<file path="config.mk">
export PLATFORM = sky130hd
export DESIGN_NAME = reg_write_arbiter
export DESIGN_NICKNAME = d
export VERILOG_FILES = /design/src/rtl/reg_write_arbiter.sv
export SDC_FILE = /design/constraint.sdc
export NUM_CORES = 1
export LEC_CHECK = 0
export CAP_MARGIN = 20
export CORE_MARGIN = 5
export CORE_UTILIZATION = 41
export DETAILED_ROUTE_END_ITERATION = 10
export PLACE_DENSITY = 0.85
export RECOVER_POWER = 100
export SLEW_MARGIN = 20
export SYNTH_ARGS = -nofsm -noshare
export SYNTH_HDL_FRONTEND = slang
export SYNTH_SLANG_ARGS = --single-unit
</file>
<file path="constraint.sdc">
create_clock -name clk -period 2.9 [get_ports clk]
set_input_delay 0.58 -clock clk [delete_from_list [all_inputs] [get_ports clk]]
set_output_delay 0.58 -clock clk [all_outputs]
set_load 0.01 [all_outputs]
</file>
<file path="src/rtl/reg_write_arbiter.sv">
// reg_write_arbiter: round-robin owner of the single register-file write port.
// Supports locked bursts of up to MAX_LOCK beats; all outputs are registered.
module reg_write_arbiter #(
  parameter int DATA_W   = 12,
  parameter int N_REQ    = 3,
  parameter int MAX_LOCK = 8
) (
  input  logic                    clk,
  input  logic                    rstn,
  input  logic [N_REQ-1:0]        req,
  input  logic [N_REQ-1:0]        lock,
  input  logic [3*N_REQ-1:0]      tgt,
  input  logic [DATA_W*N_REQ-1:0] wdata,
  output logic [N_REQ-1:0]        gnt,
  output logic [2:0]              selection_en,
  output logic [DATA_W-1:0]       wr_data,
  output logic                    busy,
  output logic                    tgt_err
);
  localparam int IDX_W = $clog2(N_REQ);
  localparam int CNT_W = $clog2(MAX_LOCK + 1);
  localparam logic [2:0] SEL_IDLE = 3'd7;

  typedef enum logic [0:0] {ST_ARB = 1'b0, ST_LOCKED = 1'b1} state_e;

  state_e            state_q, state_d;
  logic [IDX_W-1:0]  ptr_q, ptr_d;
  logic [IDX_W-1:0]  owner_q, owner_d;
  logic [CNT_W-1:0]  cnt_q, cnt_d;
  logic [N_REQ-1:0]  gnt_q, gnt_d;
  logic [2:0]        sel_q, sel_d;
  logic [DATA_W-1:0] wr_data_q, wr_data_d;
  logic              busy_q;
  logic              tgt_err_q, tgt_err_d;

  logic [N_REQ-1:0]  elig_s;
  logic              arb_s;
  logic              win_vld_s;
  logic [IDX_W-1:0]  win_idx_s;
  logic [IDX_W:0]    pick_s;
  logic [2:0]        win_tgt_s;
  logic [DATA_W-1:0] win_data_s;

  // Returns {found, index} of the first set bit of r at or after p, wrapping.
  function automatic logic [IDX_W:0] rr_pick(input logic [N_REQ-1:0] r,
                                             input logic [IDX_W-1:0] p);
    logic [IDX_W:0] res;
    int c;
    res = {(IDX_W+1){1'b0}};
    for (int k = N_REQ - 1; k >= 0; k--) begin
      c = int'(p) + k;
      c = (c >= N_REQ) ? c - N_REQ : c;
      res = r[IDX_W'(c)] ? {1'b1, IDX_W'(c)} : res;
    end
    return res;
  endfunction

  // Burst continuation or round-robin arbitration, plus next-state bookkeeping.
  always_comb begin
    state_d   = state_q;
    owner_d   = owner_q;
    cnt_d     = cnt_q;
    ptr_d     = ptr_q;
    elig_s    = req;
    arb_s     = 1'b1;
    win_vld_s = 1'b0;
    win_idx_s = owner_q;
    pick_s    = {(IDX_W+1){1'b0}};
    if (state_q == ST_LOCKED) begin
      if (req[owner_q] && (!lock[owner_q] || (cnt_q < CNT_W'(MAX_LOCK)))) begin
        arb_s     = 1'b0;
        win_vld_s = 1'b1;
        win_idx_s = owner_q;
        if (lock[owner_q]) begin
          cnt_d = cnt_q + CNT_W'(1);
        end else begin
          state_d = ST_ARB;
        end
      end else begin
        // Timeout excludes the owner so a waiting requester gets this edge.
        state_d = ST_ARB;
        if (req[owner_q]) begin
          elig_s[owner_q] = 1'b0;
        end else begin
          elig_s = req;
        end
      end
    end else begin
      elig_s = req;
    end
    if (arb_s) begin
      pick_s = rr_pick(elig_s, ptr_q);
      if (pick_s[IDX_W]) begin
        win_vld_s = 1'b1;
        win_idx_s = pick_s[IDX_W-1:0];
        ptr_d     = (pick_s[IDX_W-1:0] == IDX_W'(N_REQ - 1)) ?
                    {IDX_W{1'b0}} : pick_s[IDX_W-1:0] + IDX_W'(1);
        if (lock[pick_s[IDX_W-1:0]]) begin
          state_d = ST_LOCKED;
          owner_d = pick_s[IDX_W-1:0];
          cnt_d   = CNT_W'(1);
        end else begin
          state_d = ST_ARB;
        end
      end else begin
        win_vld_s = 1'b0;
      end
    end else begin
      pick_s = {(IDX_W+1){1'b0}};
    end
  end

  // Winner's payload mux and the next values of the registered outputs.
  always_comb begin
    win_tgt_s  = 3'd0;
    win_data_s = {DATA_W{1'b0}};
    gnt_d      = {N_REQ{1'b0}};
    for (int i = 0; i < N_REQ; i++) begin
      win_tgt_s  = win_tgt_s  | ({3{win_idx_s == IDX_W'(i)}} & tgt[3*i +: 3]);
      win_data_s = win_data_s | ({DATA_W{win_idx_s == IDX_W'(i)}} & wdata[DATA_W*i +: DATA_W]);
      gnt_d[i]   = win_vld_s && (win_idx_s == IDX_W'(i));
    end
    sel_d     = win_vld_s ? win_tgt_s : SEL_IDLE;
    wr_data_d = win_vld_s ? win_data_s : wr_data_q;
    tgt_err_d = win_vld_s && (win_tgt_s == SEL_IDLE);
  end

  // All state and outputs; reset drops any burst in progress.
  always_ff @(posedge clk or negedge rstn) begin
    if (!rstn) begin
      state_q   <= ST_ARB;
      ptr_q     <= {IDX_W{1'b0}};
      owner_q   <= {IDX_W{1'b0}};
      cnt_q     <= {CNT_W{1'b0}};
      gnt_q     <= {N_REQ{1'b0}};
      sel_q     <= SEL_IDLE;
      wr_data_q <= {DATA_W{1'b0}};
      busy_q    <= 1'b0;
      tgt_err_q <= 1'b0;
    end else begin
      state_q   <= state_d;
      ptr_q     <= ptr_d;
      owner_q   <= owner_d;
      cnt_q     <= cnt_d;
      gnt_q     <= gnt_d;
      sel_q     <= sel_d;
      wr_data_q <= wr_data_d;
      busy_q    <= (state_d == ST_LOCKED);
      tgt_err_q <= tgt_err_d;
    end
  end

  assign gnt          = gnt_q;
  assign selection_en = sel_q;
  assign wr_data      = wr_data_q;
  assign busy         = busy_q;
  assign tgt_err      = tgt_err_q;

endmodule

</file>
==> impl_results.md, run 1 <==
- Sequential-to-total area share from yosys stat: between 40% and 50%
- Static Leak: roughly 1.1 nW
- Worst-margin pin slew: 1.46 ns
- Number of buffers created by CTS: 3
- Max-cap violation count: 0
- Most frequent cell after synthesis: sky130_fd_sc_hd__dfrtp_1
- Area of the core: 3720 um2
- CP endpoint kind: flop
- Clk buf depth: 2
- Distinct cell type count of the synthesized netlist: 41
- Result of the run: finished clean
- WS Path Type: primary input to flop
- Share of async-settable or async-resettable flops after synthesis: 100%
- Area leader, netlist: sky130_fd_sc_hd__dfrtp_1
- Slew margin rel.: 2.89%
- Maximum clock frequency: roughly 360 MHz
- Worst hold start: wr_data[11]
- Detailed Route Iter0 Violations: 150
- Die span in x: roughly 72 um
- Number of nets in the layout: 312
- Crit path top cell by count: sky130_fd_sc_hd__buf_4
- Final routed wirelength across all metal layers: 4990 um
- Maximum vdd drop: between 600 and 700 uV
- DIE AREA: ~5300 um2
- Area share of the largest cell type after synthesis: approximately two fifths
- Total global-route track usage: a little under a fifth
- Highest cell delay on the worst timing path: between 0.4 and 0.5 ns
- Row Count: 22
- Ratio of cells with drive above 1 in the final layout: between 20 and 25%
- Synthesis Warnings: 0
- Critical path, cell by cell: clkdlybuf4s50_1 -> buf_4 -> mux2i_1 -> o21ai_1 -> a21oi_1 -> nand2b_4 -> mux2_2 -> buf_12 -> a222oi_1 -> buf_4 -> a2111oi_2
- Total number of clock tree sinks: 28
- Maximum number of pins on one net before global-route repair: 29
- Reg-to-Reg End: tgt_err
- Number of port buffers: slightly above 70
- Number of instances in the synthesized netlist: 160
- Most area-consuming cells after synthesis: sky130_fd_sc_hd__dfrtp_1 (39%), sky130_fd_sc_hd__a222oi_1 (6.3%), sky130_fd_sc_hd__dfstp_2 (4.9%), sky130_fd_sc_hd__nand2_1 (4.2%), sky130_fd_sc_hd__nor2_1 (4.0%)
- Synthesized cell area: between 1500 and 2000 um2
- Setup WS post-layout: roughly 0.084 ns
- Overall overflow remaining after global route: 0
- Insertion delay of the later-clocked pin in the worst-skew pair: approximately 0.27 ns
- Clock tree from TritonCTS: done
- Number of enable-type register cells in the synthesized netlist: 0
- Reg-to-reg startpoint: ptr_q[0]
- Number of H-tree levels: 1
- Total power: 0.00271 W
- Synth Net Count: between 200 and 250
- Remaining routing DRC violations: 0
- Global-route wire length before repair: a little under 8000 um
- Number of global-route vias before repair: 1717
- Hold Path Sink: wr_data[11]
- Depth of the worst register-to-register path: 12
- Hold Path Depth: 2
- Routability congestion estimate from global placement: around 0.82
- Average detailed-routed wire length per instance: roughly 16 um
- Share of the clock period used by the worst path: a little over nine tenths
- Synthesized area per cell: 10.0 um2
- Required time of the worst setup path: about 3 ns
- Post-layout minimum cycle time: 2.82 ns
- Setup crit start kind: primary input
- Final hold violation count: 0
- Per-cell via count in the routed design: around 5.5
- Post-synth top cells: sky130_fd_sc_hd__dfrtp_1 (25), sky130_fd_sc_hd__nand2_1 (18), sky130_fd_sc_hd__nor2_1 (17)
- Post-CTS Hold Fix Bufs: 0
- Root buffer cell: sky130_fd_sc_hd__clkbuf_8
- N_diodes: 0
- Slowest-stage cell, CP: sky130_fd_sc_hd__clkdlybuf4s50_1
- Post-route clock skew: 0.00466 ns
- Fill cell total of the finished layout: around 280
- Data arrival time of the critical path: around 3.0 ns
- Pre-CTS setup slack: -0.299 ns
- Path class of the lowest-slack min-delay path: flop to flop
- Max-slew violation total from the final report: 0
- Vias after detailed routing: around 1700
- Area added between synthesis and finish: 64.3%
- Maximum fanout count along the critical path: 11
- Initial antenna violation count: 0
- Final setup violating endpoints: 0
- Pwr Density: just over 1000 nW/um2
- Post-synth top flop: sky130_fd_sc_hd__dfrtp_1
- Detail Route Antenna Nets: 0
- Clock input transition at the sequential cells of the worst setup and hold paths: roughly 0.09 ns
- IO Pins: 73
- Half-perimeter wire length after detailed placement: about 3900 um
- First-pass detailed-route iteration total: 6
- Seq cells post-synth: 28
- Setup slack of the worst register-to-register path: around 0.17 ns
- Starting density of the core: a little over two fifths
- Vertical extent of the die: 72.5 um
==> worst max-delay path, delay by kind of cell <==
family,cells,cell delay (ns)
compound gates,4,0.70
simple gates,1,0.24
mux,2,0.51
buf+inv,4,0.92
==> how the worst max path moves through the flow <==
stage | start | endpoint | slack, ns | cells past startpoint
global route | lock[2] | tgt_err | -0.02 | 11
floorplan | lock[0] | wr_data[1] | 0.35 | 10
CTS | lock[1] | tgt_err | 0.02 | 11
detailed placement | lock[0] | tgt_err | -0.30 | 10
global placement | lock[0] | tgt_err | -0.23 | 10
finish | lock[2] | tgt_err | 0.08 | 11
==> kinds of logic (layout without fill, tap and decap cells) <==
logic type | after synthesis | in the layout | synth area share, %
xor+xnor | 2 | 2 | 1.09
flops | 28 | 28 | 44.0
buf+inv | 15 | 109 | 5.24
fa+ha+maj | 3 | 3 | 2.35
mux | 12 | 13 | 8.05
simple gates | 60 | 60 | 19.2
compound gates | 40 | 40 | 20.0
==> through the flow <==
step	instances	hold slack [ns]	setup TNS, ns	instance area [um2]	utilization [%]
after floorplan	160	0.284	0	1600	-
after detailed placement	295	0.519	-4.09	2520	67.8
final	303	0.537	0	2630	70.8
after global routing	303	0.585	-0.0183	2630	70.8
after CTS	300	0.553	0	2580	69.5
after global placement	295	0.506	-2.47	2520	67.8
==> routing by layer <==
layer / GRT usage [%] / up-vias / routed length [um]
met5: 0 / - / 0
met4: 7.79 / 0 / 73
met3: 3.32 / 6 / 288
met2: 32.8 / 65 / 2690
met1: 23.3 / 806 / 1940
li1: - / 786 / -
==> power breakdown <==
group	internal (W)	leakage, nW	switching [W]	total, W
logic	0.000927	0.763	0.000845	0.00177
clock network	0.000122	0.0288	0.000118	0.000239
registers	0.000588	0.339	0.000113	0.000701
total	0.00164	1.13	0.00108	0.00271
==> sequential cells by signal (all words and copies together), names as in the netlist <==
signal	flops
wr_data	12
cnt_q	4
gnt	3
selection_en	3
owner_q	2
ptr_q	2
busy	1
tgt_err	1
==> cell type report <==
cell class | count | area (um2) | share of cell area [%]
repair buffers | 101 | 950 | 36.1
multi-input cells | 118 | 846 | 32.2
flip-flops and latches | 28 | 704 | 26.8
clock buffers | 4 | 55.1 | 2.09
inverters | 4 | 15.0 | 0.571
well taps | 48 | 60.1 | 2.28
==> placed cells by master, fill, tap and decap left out, types with 3 or more instances in the layout <==
master                            instances
sky130_fd_sc_hd__clkdlybuf4s50_1         50
sky130_fd_sc_hd__buf_4                   27
sky130_fd_sc_hd__dfrtp_1                 25
sky130_fd_sc_hd__dlygate4sd3_1           21
sky130_fd_sc_hd__nand2_1                 18
sky130_fd_sc_hd__nor2_1                  17
sky130_fd_sc_hd__a222oi_1                10
sky130_fd_sc_hd__a21oi_1                  9
sky130_fd_sc_hd__mux2i_1                  5
sky130_fd_sc_hd__o21ai_0                  5
sky130_fd_sc_hd__mux2_2                   5
sky130_fd_sc_hd__a221o_1                  4
sky130_fd_sc_hd__clkbuf_8                 4
sky130_fd_sc_hd__inv_1                    3
sky130_fd_sc_hd__nand3b_1                 3
sky130_fd_sc_hd__and2_1                   3
sky130_fd_sc_hd__nor2b_1                  3
sky130_fd_sc_hd__nand3_1                  3
sky130_fd_sc_hd__dfstp_2                  3
==> timing repair <==
item,4_1_cts,5_1_grt
setup buffers,1,2
pin swaps,1,6
hold endpoints to repair,0,0
endpoints found under the setup margin,1,16
gates resized for setup,0,7
cloned,0,1
(Power assumes the default switching activity.)
==> run 2, diff against run 1 <==
- CORE_UTILIZATION: 41 -> 43
- CTS_BUF_LIST: default -> sky130_fd_sc_hd__clkbuf_8
- HOLD_SLACK_MARGIN: default -> 0.03
- PLACE_DENSITY: 0.85 -> 0.89
==> impl_results.md, run 2 (synthesized netlist as in run 1, its figures left out) <==
- Result of the run: finished clean
- Maximum vdd drop: 632 uV
- Global Route met1 Usage: between 20% and 30%
- Vias after detailed routing: roughly 1600
- Number of buffers created by CTS: 3
- Required time of the worst setup path: 3.06 ns
- Remaining routing DRC violations: 0
- Ratio of cells with drive above 1 in the final layout: 16.4%
- Logic pwr share: between 60 and 70%
- Root buffer cell: sky130_fd_sc_hd__clkbuf_8
- Clock input transition at the sequential cells of the worst setup and hold paths: approximately 0.09 ns
- Row Count: 22
- Setup repair after global routing missed its margin: false
- Final setup violating endpoints: 0
- Most common cell after layout, fill and taps aside: sky130_fd_sc_hd__clkdlybuf4s50_1
- Number of H-tree levels: 1
- Area of the core: between 3000 and 4000 um2
- Global-route met2 utilization: 32.2%
- Number of global-route vias before repair: around 1600
- Post-CTS setup repair buffer count: 0
- Share of total power in sequential cells: 27.3%
- Max-slew violation total from the final report: 0
- WS Path Type: primary input to flop
- Layer with the highest usage after global routing: met2
- CP endpoint kind: flop
- Share of the clock period used by the worst path: a little over nine tenths
- Post-layout minimum cycle time: around 2.8 ns
- Final routed wirelength across all metal layers: roughly 4500 um
- Global-route met3 utilization: 3.98%
- IO Pins: 73
- Total global-route track usage: between 10% and 20%
- Number of instances in the placed design: around 300
- Starting density of the core: roughly 44%
- Top library cells by usage in the layout, fill and taps aside: sky130_fd_sc_hd__clkdlybuf4s50_1 (51), sky130_fd_sc_hd__dfrtp_1 (25), sky130_fd_sc_hd__buf_4 (23), sky130_fd_sc_hd__dlygate4sd3_1 (21), sky130_fd_sc_hd__nand2_1 (18)
- Clock tree from TritonCTS: done
- Maximum clock frequency: 355 MHz
- DIE AREA: 5040 um2
- Setup crit start kind: primary input
- Setup WS post-layout: 0.0863 ns
- Pwr Density: 1010 nW/um2
- Maximum fanout count along the critical path: 9
- Post-route clock skew: roughly 0.007 ns
- Clock network power share: a little under a tenth
- Insertion delay of the later-clocked pin in the worst-skew pair: 0.27 ns
- P_int: roughly 0.0016 W
- Clk buf depth: 2
- Global-route wire length before repair: 7430 um
- Max-cap violation count: 0
- Net switching share of the total power: about two fifths
- Static Leak: 1.09 nW
- N_diodes: 0
- Flip-flop count of the largest register, all copies and words added: 12
- Vertical extent of the die: between 70 and 80 um
- Worst-margin pin slew: 1.48 ns
- P_sw: 0.00101 W
- First-pass detailed-route iteration total: 6
- Setup TNS: 0 ns
- Maximum number of pins on one net before global-route repair: 29
- Data arrival time of the critical path: approximately 3.0 ns
- Number of nets in the layout: between 300 and 400
- Detail Route Antenna Nets: 0
- Fill cell total of the finished layout: 288
- Per-cell via count in the routed design: 5.35
- Routability congestion estimate from global placement: 0.804
- Overall overflow remaining after global route: 0
- Initial antenna violation count: 0
- Number of port buffers: between 70 and 80
- Area added between synthesis and finish: 59.7%
- Final hold violation count: 0
- Total number of clock tree sinks: 28
- Final cell count without fillers: a little under 300
- Path class of the lowest-slack min-delay path: flop to flop
- Half-perimeter wire length after detailed placement: between 3000 and 4000 um
- Detailed Route Iter0 Violations: 90
- Slew margin rel.: 1.60%
- Average detailed-routed wire length per instance: ~15 um
- Die span in x: 71.0 um
- Pre-CTS setup slack: -0.237 ns
-- run 2: per-stage QoR --
stage / total power, W / instance area, um2 / utilization (%) / hold WS [ns]
after floorplan: 0.00167 / 1600 / - / 0.284
final: 0.00257 / 2550 / 70.3 / 0.529
after detailed placement: 0.00237 / 2500 / 68.8 / 0.515
after global placement: 0.00231 / 2500 / 68.8 / 0.505
after global routing: 0.00278 / 2550 / 70.3 / 0.584
after CTS: 0.00262 / 2550 / 70.3 / 0.534
-- run 2: power groups by stage --
stage / Clock, W / Sequential [W] / Combinational, W
2_1_floorplan: 0 / 0.000741 / 0.000929
3_3_place_gp: 0 / 0.000705 / 0.00161
3_5_place_dp: 0 / 0.000712 / 0.00166
4_1_cts: 0.000240 / 0.000709 / 0.00167
5_1_grt: 0.000253 / 0.000731 / 0.00180
6_report: 0.000237 / 0.000702 / 0.00163
-- run 2: final cells by class --
type,instances,area [um2],area share [%]
clock buffer,4,55.1,2.15
inverter,4,15.0,0.588
multi-input combinational,117,820,32.1
sequential,28,704,27.6
tap,48,60.1,2.35
timing repair buffer,97,901,35.3
-- run 2: timing repair --
action                                  in CTS  in global routing
endpoints found under the setup margin       0                 14
hold buffers                                 0                  0
gates resized for setup                      0                  4
-- run 2: worst paths after layout --
| check | startpoint | endpoint | slack (ns) | cells past startpoint |
|---|---|---|---|---|
| min in group asynchronous | rstn | tgt_err | 1.19 | 2 |
| hold / removal | cnt_q[3] | cnt_q[3] | 0.53 | 2 |
| setup reg to reg | owner_q[1] | wr_data[2] | 0.27 | 8 |
| max in group asynchronous | rstn | cnt_q[0] | 0.84 | 2 |
| setup / recovery | req[0] | wr_data[2] | 0.09 | 9 |
| hold reg to reg | cnt_q[3] | cnt_q[3] | 0.53 | 2 |
-- run 2: worst max-delay path, stage by stage --
cell and delay, ns:
sky130_fd_sc_hd__clkdlybuf4s50_1 0.55, sky130_fd_sc_hd__o41ai_4 0.12, sky130_fd_sc_hd__buf_4 0.16, sky130_fd_sc_hd__nor3_1 0.37, sky130_fd_sc_hd__nor4_4 0.10, sky130_fd_sc_hd__buf_4 0.17
sky130_fd_sc_hd__mux2_4 0.32, sky130_fd_sc_hd__and2_1 0.23, sky130_fd_sc_hd__a221o_1 0.37
-- run 2: per-layer routing --
| metal | wire (um) | vias up |
|---|---|---|
| met5 | 0 | - |
| met4 | 79 | 0 |
| met3 | 249 | 8 |
| met2 | 2430 | 60 |
| met1 | 1790 | 760 |
| li1 | - | 767 |
